--- config.mk ---
export PLATFORM = sky130hd
export DESIGN_NAME = mem_req_ctrl_flat
export DESIGN_NICKNAME = d
export VERILOG_FILES = /design/src/rtl/mem_req_ctrl_if.sv /design/src/rtl/mem_req_ctrl.sv /design/src/flat_wrapper.sv
export SDC_FILE = /design/constraint.sdc
export NUM_CORES = 1
export LEC_CHECK = 0
export CORE_MARGIN = 8
export CORE_UTILIZATION = 25
export DETAILED_ROUTE_END_ITERATION = 10
export SLEW_MARGIN = 10
export SYNTH_ARGS = -nofsm -noshare
export SYNTH_HDL_FRONTEND = slang
export SYNTH_SLANG_ARGS = --single-unit
--- constraint.sdc ---
create_clock -name clk -period 5.3 [get_ports clk]
set_clock_uncertainty 0.1 [all_clocks]
set_input_delay 1.06 -clock clk [delete_from_list [all_inputs] [get_ports clk]]
set_output_delay 1.06 -clock clk [all_outputs]
set_load 0.02 [all_outputs]
--- src/rtl/mem_req_ctrl_if.sv ---
// Core-side load/store channel of mem_req_ctrl: a request valid/ready
// channel and a response valid/ready channel carrying load data.
interface mem_req_ctrl_if #(
    parameter int WORD = 32,
    parameter int ADDR = 16
);
    logic            req_valid;
    logic            req_ready;
    logic            req_we;
    logic [ADDR-1:0] req_addr;
    logic [WORD-1:0] req_wdata;
    logic            rsp_valid;
    logic            rsp_ready;
    logic [WORD-1:0] rsp_rdata;

    modport master (
        output req_valid, req_we, req_addr, req_wdata, rsp_ready,
        input  req_ready, rsp_valid, rsp_rdata
    );

    modport slave (
        input  req_valid, req_we, req_addr, req_wdata, rsp_ready,
        output req_ready, rsp_valid, rsp_rdata
    );
endinterface

--- src/rtl/mem_req_ctrl.sv ---
// Request-side controller for a single-port synchronous memory: drives the
// memory pins from the request port and returns load data via a credited FIFO.
module mem_req_ctrl #(
    parameter int WORD      = 32,
    parameter int ADDR      = 16,
    parameter int RSP_DEPTH = 4
) (
    input  logic            clk,
    input  logic            rst,
    mem_req_ctrl_if.slave   bus,
    output logic [ADDR-1:0] mem_A,
    output logic            mem_W,
    output logic [WORD-1:0] mem_D,
    input  logic [WORD-1:0] mem_Q
);
    localparam int PW = (RSP_DEPTH > 1) ? $clog2(RSP_DEPTH) : 1;
    localparam int CW = PW + 1;
    localparam logic [CW:0]   DEPTH_C = (CW + 1)'(RSP_DEPTH);
    localparam logic [PW-1:0] PTR_ONE = PW'(1);
    localparam logic [CW-1:0] CNT_ONE = CW'(1);

    logic            rd_pend;
    logic [CW-1:0]   fifo_count;
    logic [PW-1:0]   wr_ptr;
    logic [PW-1:0]   rd_ptr;
    logic [WORD-1:0] fifo_mem [RSP_DEPTH];

    logic [CW:0]     credit_used;
    logic            accept;
    logic            push;
    logic            pop;

    // Credit covers both stored entries and the load whose data arrives this
    // cycle; pops are deliberately not credited so rsp_ready never reaches req_ready.
    assign credit_used   = {1'b0, fifo_count} + {{CW{1'b0}}, rd_pend};
    assign bus.req_ready = !rst && (credit_used < DEPTH_C);
    assign accept        = bus.req_valid && bus.req_ready;

    assign mem_A = bus.req_addr;
    assign mem_D = bus.req_wdata;
    assign mem_W = accept && bus.req_we;

    assign push          = rd_pend;
    assign bus.rsp_valid = (fifo_count != '0);
    assign pop           = bus.rsp_valid && bus.rsp_ready;
    assign bus.rsp_rdata = fifo_mem[rd_ptr];

    always_ff @(posedge clk) begin
        if (rst) begin
            rd_pend    <= 1'b0;
            fifo_count <= '0;
            wr_ptr     <= '0;
            rd_ptr     <= '0;
        end else begin
            rd_pend <= accept && !bus.req_we;
            if (push) begin
                wr_ptr <= wr_ptr + PTR_ONE;
            end
            if (pop) begin
                rd_ptr <= rd_ptr + PTR_ONE;
            end
            case ({push, pop})
                2'b10:   fifo_count <= fifo_count + CNT_ONE;
                2'b01:   fifo_count <= fifo_count - CNT_ONE;
                default: fifo_count <= fifo_count;
            endcase
        end
    end

    // Storage is never cleared; a returning load is simply dropped under reset.
    always_ff @(posedge clk) begin
        if (push && !rst) begin
            fifo_mem[wr_ptr] <= mem_Q;
        end
    end
endmodule
--- src/flat_wrapper.sv ---
// flat-port wrapper written by rule: the top's interface ports become plain ports
module mem_req_ctrl_flat 
#(
    parameter int WORD      = 32,
    parameter int ADDR      = 16,
    parameter int RSP_DEPTH = 4
)
  (clk, rst, mem_A, mem_W, mem_D, mem_Q, bus_req_valid, bus_req_we, bus_req_addr, bus_req_wdata, bus_rsp_ready, bus_req_ready, bus_rsp_valid, bus_rsp_rdata);
  mem_req_ctrl_if #(.WORD(WORD), .ADDR(ADDR)) bus_i ();
  input  logic clk;
  input  logic rst;
  output logic [ADDR-1:0] mem_A;
  output logic mem_W;
  output logic [WORD-1:0] mem_D;
  input  logic [WORD-1:0] mem_Q;
  input wire logic [$bits(bus_i.req_valid)-1:0] bus_req_valid;
  input wire logic [$bits(bus_i.req_we)-1:0] bus_req_we;
  input wire logic [$bits(bus_i.req_addr)-1:0] bus_req_addr;
  input wire logic [$bits(bus_i.req_wdata)-1:0] bus_req_wdata;
  input wire logic [$bits(bus_i.rsp_ready)-1:0] bus_rsp_ready;
  output wire logic [$bits(bus_i.req_ready)-1:0] bus_req_ready;
  output wire logic [$bits(bus_i.rsp_valid)-1:0] bus_rsp_valid;
  output wire logic [$bits(bus_i.rsp_rdata)-1:0] bus_rsp_rdata;
  assign bus_i.req_valid = bus_req_valid;
  assign bus_i.req_we = bus_req_we;
  assign bus_i.req_addr = bus_req_addr;
  assign bus_i.req_wdata = bus_req_wdata;
  assign bus_i.rsp_ready = bus_rsp_ready;
  assign bus_req_ready = bus_i.req_ready;
  assign bus_rsp_valid = bus_i.rsp_valid;
  assign bus_rsp_rdata = bus_i.rsp_rdata;
  mem_req_ctrl #(.WORD(WORD), .ADDR(ADDR), .RSP_DEPTH(RSP_DEPTH)) u_core (.clk(clk), .rst(rst), .bus(bus_i), .mem_A(mem_A), .mem_W(mem_W), .mem_D(mem_D), .mem_Q(mem_Q));
endmodule
==> results.cfg <==
[clock_tree]
cts_tree = built
cts_setup_buffers = 0
cts_num_sinks = 138
cts_buffers = 17
root_buffer = clkbuf_16
cts_resized = 0
h-tree-depth = 4
postCtsHoldBufs = 0
cts_buffer_depth = 2
clock_latency_ns = 0.41
path_clk_slew_ns = 0.06

[power_and_ir_drop]
p_total_mw = 3.05
pwr_density_cell_nw_per_um2 = 450
p_leak_nw = 2.11
vdd_drop_max_mv = 0.142

[yosys]
synth_area_um2 = 5520
ys_warn_count = 0
avgSynthCellArea_um2 = 20.6
synth_nets = 359
synthCells = 268
synth.distinct_cells = 24
ys_ff_latch = 138
ys_seq_area_share_pct = 73.3

[critical_path]
crit_required_ns = 4.14
critPathBufInv = 2
cpPeakStageDelay_ns = 0.60
startpoint = rst
worstSetupStartpointType = primary input
critPathCaptureType = output pin
worstSetupPathDepth = 4
crit_fanout = 10
cpMaxStageDelayCell = clkdlybuf4s50_1
cp.arrival_ns = 2.82
crit_family = buffers and inverters
reg2regPathDepth = 7
crit_chain = clkdlybuf4s50_1, a311oi_2, and3_1, clkdlybuf4s50_1
critical_path_class = in2out
cpMostUsedCell = clkdlybuf4s50_1
reg2reg_from = u_core.fifo_count[1]

[timing]
slew_violations = 0
slew_headroom_pct = 33.9
hold_viol = 0
tns_ns = 0
fin_ws_ns = 1.32
fmax_mhz = 252
rsz0062_at_grt = no
finalSetupViolCount = 0
tightest_slew_ns = 0.992
period_share_pct = 75.0
period_minus_slack_ns = 3.98

[route]
wl_per_cell_um = 18.1
vias = 2436
first_pass_iters = 4
viasPerCell = 4.09
postRouteAntennaNets = 0
drc = 0
wl_um = 10800
drt_iter0_markers = 151

[floorplanning]
core_um2 = 21800
io_pins = 168
rows = 54
die_w_um = 165
die-area_um2 = 27100
die_h_um = 165
initial_core_util_pct = 25.4

[cells_and_area]
num_antenna_cells = 0
design_area_um2 = 6790
final_cells = 596
multi_input_area_um2 = 1000
area_growth_pct = 23.0
register_area_um2 = 4050
drive_gt1_share_pct = 21.8
num-fill-cells = 2090
nets = 394

[hold_path]
hold_class = reg2reg
min_from = u_core.rd_ptr[1]
whs_path_depth = 2

[grt]
grt_pass1_wl_um = 16400
antenna_found_initial = 0
grtUsageTotal_pct = 8.34
grt_pass1_vias = 2817
grt_max_degree = 33
grt_overflow = 0

[outcome]
status = complete, no violations

[placement]
place_area_um2 = 6140
dp_cells = 564
port_buffers = 71
preCtsSetupSlack_ns = 1.33
place.gp.congestion = 0.697
dpl.hpwl_um = 6620

[flow_run]
max_cap_viol_count = 0
[placed cells by master (no fill, tap or decap)]
cell             synthesis  final
nor2_1                  10     10
bufinv_16                0      5
clkinvlp_4               0      3
inv_1                    6      6
o31a_1                   1      1
fa_1                     1      1
dfxtp_2                  0      2
xor2_1                   3      3
and3_1                   1      1
clkbuf_1                 0      1
dfxtp_1                 10      8
clkinv_2                 0      2
ha_1                     5      5
o21ai_0                  1      1
o311ai_0                 1      1
xnor2_1                  2      2
inv_6                    0      2
buf_4                   48      1
edfxtp_1               128    128
mux4_1                   2      2
nand2_1                  1      1
clkdlybuf4s50_1          0     71
or3_1                    2      2
mux2i_1                  1      1
and2_2                   0      4
a311oi_2                 1      1
a21oi_1                  2      2
mux4_2                  30     30
clkinv_4                 0      2
clkbuf_16                0     17
[worst reg2reg max path: cells and delay by family (launching register included)]
family | cells | cell delay, ns
buf+inv | 1 | 0.06
compound gates | 2 | 0.38
fa+ha+maj | 2 | 0.58
xor+xnor | 1 | 0.16
simple gates | 1 | 0.31
flops | 1 | 0.43
[metal layers]
| metal | vias up | GRT usage, % | wire length (µm) |
|---|---|---|---|
| met4 | 0 | 4.42 | 296 |
| met3 | 38 | 3.76 | 998 |
| li1 | 1077 | - | - |
| met2 | 73 | 13.9 | 5380 |
| met5 | - | 0 | 0 |
| met1 | 1248 | 8.72 | 4110 |
[through the flow]
step	hold WS, ns	utilization, %
floorplan	0.385	-
global placement	0.422	28.2
detailed placement	0.420	28.2
CTS	0.436	31.2
global route	0.495	31.2
finish	0.427	31.2
[synth_stat cells, drive strengths merged]
master	instances	area share, %
buf	56	8.2
o311ai	1	0.16
mux2i	1	0.18
mux4	32	13
and2	4	0.45
o31a	1	0.16
o21ai	1	0.091
ha	5	1.1
inv	6	0.41
and3	1	0.11
a311oi	1	0.27
a21oi	2	0.18
or3	2	0.23
edfxtp	128	70
dfxtp	10	3.6
nor2	10	0.68
nand2	1	0.068
xnor2	2	0.32
fa	1	0.36
xor2	3	0.48
[final cells by class]
type,instances,share of cell area [%]
Sequential cell,138,59.6
Clock inverter,14,3.21
Clock buffer,18,6.32
Multi-Input combinational cell,68,14.8
Inverter,6,0.332
Timing Repair Buffer,72,10.6
Tap cell,280,5.16
[final timing paths]
| check | to | slack (ns) |
|---|---|---|
| min reg2reg | flop | 0.43 |
| max reg2reg | u_core.fifo_count[2] | 3.22 |
| max | mem_W | 1.32 |
| min | flop | 0.43 |
[logic make-up (layout without fill, tap and decap cells)]
| group | count (synthesis) | in the layout | synth area share, % |
|---|---|---|---|
| adders and majority gates | 6 | 6 | 1.50 |
| AOI/OAI and AO/OA | 6 | 6 | 0.862 |
| muxes | 33 | 33 | 13.4 |
| buffers and inverters | 62 | 110 | 8.60 |
| DFF | 138 | 138 | 73.3 |
| and+or+nand+nor | 18 | 18 | 1.54 |
| xor gates and xnor gates | 5 | 5 | 0.794 |
[report_power, final]
group / internal [mW] / total (mW) / switching [mW] / leakage (nW)
combinational: 0.276 / 0.502 / 0.226 / 0.568
clock: 0.838 / 1.29 / 0.453 / 0.307
sequential: 1.21 / 1.26 / 0.0472 / 1.24
total: 2.33 / 3.05 / 0.726 / 2.11
[flip-flops by register name, indices dropped and copies added (netlist names), named ones only]
signal and cells:
u_core.fifo_count 3, u_core.fifo_mem 128, u_core.push 1, u_core.rd_ptr 2, u_core.wr_ptr 2
Note: power is estimated with default switching activity, not from simulation.
==> RTL edit (same settings) <==
`WORD` is set to 32 in 3 places; all go to 48.
--- a/src/rtl/mem_req_ctrl_if.sv
+++ b/src/rtl/mem_req_ctrl_if.sv
@@ -1,7 +1,7 @@
 // Core-side load/store channel of mem_req_ctrl: a request valid/ready
 // channel and a response valid/ready channel carrying load data.
 interface mem_req_ctrl_if #(
-    parameter int WORD = 32,
+    parameter int WORD = 48,
     parameter int ADDR = 16
 );
     logic            req_valid;
--- a/src/rtl/mem_req_ctrl.sv
+++ b/src/rtl/mem_req_ctrl.sv
@@ -1,7 +1,7 @@
 // Request-side controller for a single-port synchronous memory: drives the
 // memory pins from the request port and returns load data via a credited FIFO.
 module mem_req_ctrl #(
-    parameter int WORD      = 32,
+    parameter int WORD      = 48,
     parameter int ADDR      = 16,
     parameter int RSP_DEPTH = 4
 ) (
--- a/src/flat_wrapper.sv
+++ b/src/flat_wrapper.sv
@@ -1,7 +1,7 @@
 // flat-port wrapper written by rule: the top's interface ports become plain ports
 module mem_req_ctrl_flat 
 #(
-    parameter int WORD      = 32,
+    parameter int WORD      = 48,
     parameter int ADDR      = 16,
     parameter int RSP_DEPTH = 4
 )
Interface: changed (resized bus_req_wdata, bus_rsp_rdata, mem_D and mem_Q); port bits go from 168 to 232. The function was not compared with the original's and may differ.
==> RTL edit against the original RTL <==
Sequential cell count increased by 64; setup slack got worse by 0.097 ns; non-clock buffer count increased by 36; power increased by 32%; combinational power increased by 31%; cell area increased by 42%; routed wire length increased by 49%; area after synthesis increased by 43%; hold slack got worse by 0.0018 ns; final cell count increased by 41%; count of clock-buffer cells in the layout increased by 11; critical path type unchanged; critical endpoint unchanged; largest cell class unchanged.
==> RTL edit: results (changes against the original RTL) <==
Root Driver - clkbuf_16
CTS clk-pin slew, worst paths - 0.06 ns (about the same)
Post-synth EDFFs - 192 (+50%)
total CTS buffers - 22 (+5)
DRT iter0 DRCs - 120 (-21%)
status - finished, final reports clean
layout cell share with drive strength beyond 1 - 20.0% (-1.8 points)
Post-CTS Resized - 0 (unchanged)
Least-Margin Pin Slew - 1.06 ns (+0.0698 ns)
Total Routing Usage GR - 8.46% (+0.12 points)
top cells by count, synth - edfxtp_1 (192), buf_4 (66), mux4_2 (48)
detailed placer's ending HPWL - 9810 microns (+48%)
Pre-antenna DRT Iters - 4 (unchanged)
first-pass GRT wire length - 24,700 microns (+51%)
Synth Net Count - 490 (+36%)
Finished Layout Cells - 841 (+41%)
number of global-route vias before repair - 4,108 (+46%)
Syn. warnings - 0 (unchanged)
pin count of the biggest net entering global routing - 49 (+48%)
arrival time worst endpoint - 2.91 ns (+0.09 ns)
antenna violations before repair - 0 (unchanged)
Static Leakage - 0.00295 uW (+40%)
Clock Latency Late Sink - 0.50 ns (+0.09 ns)
syn_area_per_cell - 21.5 sq um (+4.5%)
synth unique cells - 23 (-4.2%)
sequential share of the synthesized area - 75.6% (+2.3 points)
wire per inst - 19.1 microns (+5.5%)
# port buffers - 103 (+45%)
postcts setup bufs - 0 (unchanged)
Synth area leaders - edfxtp_1 (73%), mux4_2 (14%), buf_4 (6.3%), dfxtp_1 (2.5%), ha_1 (0.79%)
crit-path max FO - 10 (unchanged)
CTS Buffer Depth - 3 (+1)
pre-CTS WS - 1.23 ns (-0.104 ns)
diodes inserted - 0 (unchanged)
via/cell ratio - 4.14 (+1.3%)
fillcell total - 2,955 (+41%)
Synth Flop Type - edfxtp_1
fin nets - 547 (+39%)
biggest registers after layout - u_core.fifo_mem: 192 flops, u_core.fifo_count: 3 flops
FFs w/ async S/R, synth - 0% (unchanged)
Routability Congestion - 0.678 (-2.7%)
maximum VDD drop - 0.355 mV (+150%)
min-delay worst type - flop to flop
placed insts - 802 (+42%)
htree depth - 1 (-3)
==> RTL edit: cell count changes after synthesis <==
| cell | change |
|---|---|
| clkbuf_1 | +2 |
| buf_6 | +2 |
| a311oi_2 | -1 |
| edfxtp_1 | +64 |
| mux4_2 | +18 |
| a311oi_1 | +1 |
| buf_12 | -3 |
| buf_4 | +18 |
| mux4_1 | -2 |
==> RTL edit: logic make-up (layout without fill, tap and decap cells) <==
logic type	after synthesis	after routing	synth area share, %
AO/OA/AOI/OAI	6	6	0.523
XOR/XNOR	5	5	0.555
adder cells (fa/ha/maj)	6	6	1.05
buffers and inverters	81	153	7.34
flip-flops	202	202	75.6
multiplexers	49	49	13.8
AND/OR/NAND/NOR	18	18	1.08
==> RTL edit: worst paths after layout <==
check,start,to,slack [ns],cells past startpoint
hold / removal,u_core.rd_ptr[1],flop,0.43,2
setup / recovery,rst,mem_W,1.23,4
hold reg to reg,u_core.rd_ptr[1],flop,0.43,2
setup reg to reg,u_core.push,u_core.fifo_mem[2][40],2.82,4
==> RTL edit: critical path: stages <==
cell and delay, ns:
clkdlybuf4s50_1 0.58, a311oi_1 0.45, and3_1 0.22, clkdlybuf4s50_1 0.61
==> RTL edit: power breakdown <==
group          switching [uW]  total, uW  leakage [uW]  internal, uW
Clock                     579       1490      0.000345           911
Combinational             266        657      0.000789           390
Sequential                111       1890       0.00181          1780
Total                     956       4030       0.00295          3080
==> RTL edit: final cells by class <==
class | count | area [sq um] | area share [%]
Clock buffer | 29 | 577 | 5.99
Clock inverter | 10 | 133 | 1.38
Inverter | 6 | 22.5 | 0.234
Multi-Input combinational cell | 84 | 1350 | 14.0
Sequential cell | 202 | 5970 | 62.0
Tap cell | 402 | 503 | 5.23
Timing Repair Buffer | 108 | 1070 | 11.1
==> RTL edit: metal layers <==
metal  vias up  share of wire (%)  GRT usage [%]
met5         -                  0              0
met4         0                3.6           4.05
met3        46                6.3           2.31
met2       118                 49           14.3
met1      1802                 41           9.85
li1       1515                  -              -
==> RTL edit: through the flow <==
stage          power, uW  utilization (%)  area [sq um]
6_report            4030             30.7          9620
3_3_place_gp        2580             28.5          8910
2_1_floorplan       2370                -          7890
4_1_cts             4110             30.7          9620
5_1_grt             4200             30.7          9620
3_5_place_dp        2600             28.5          8910
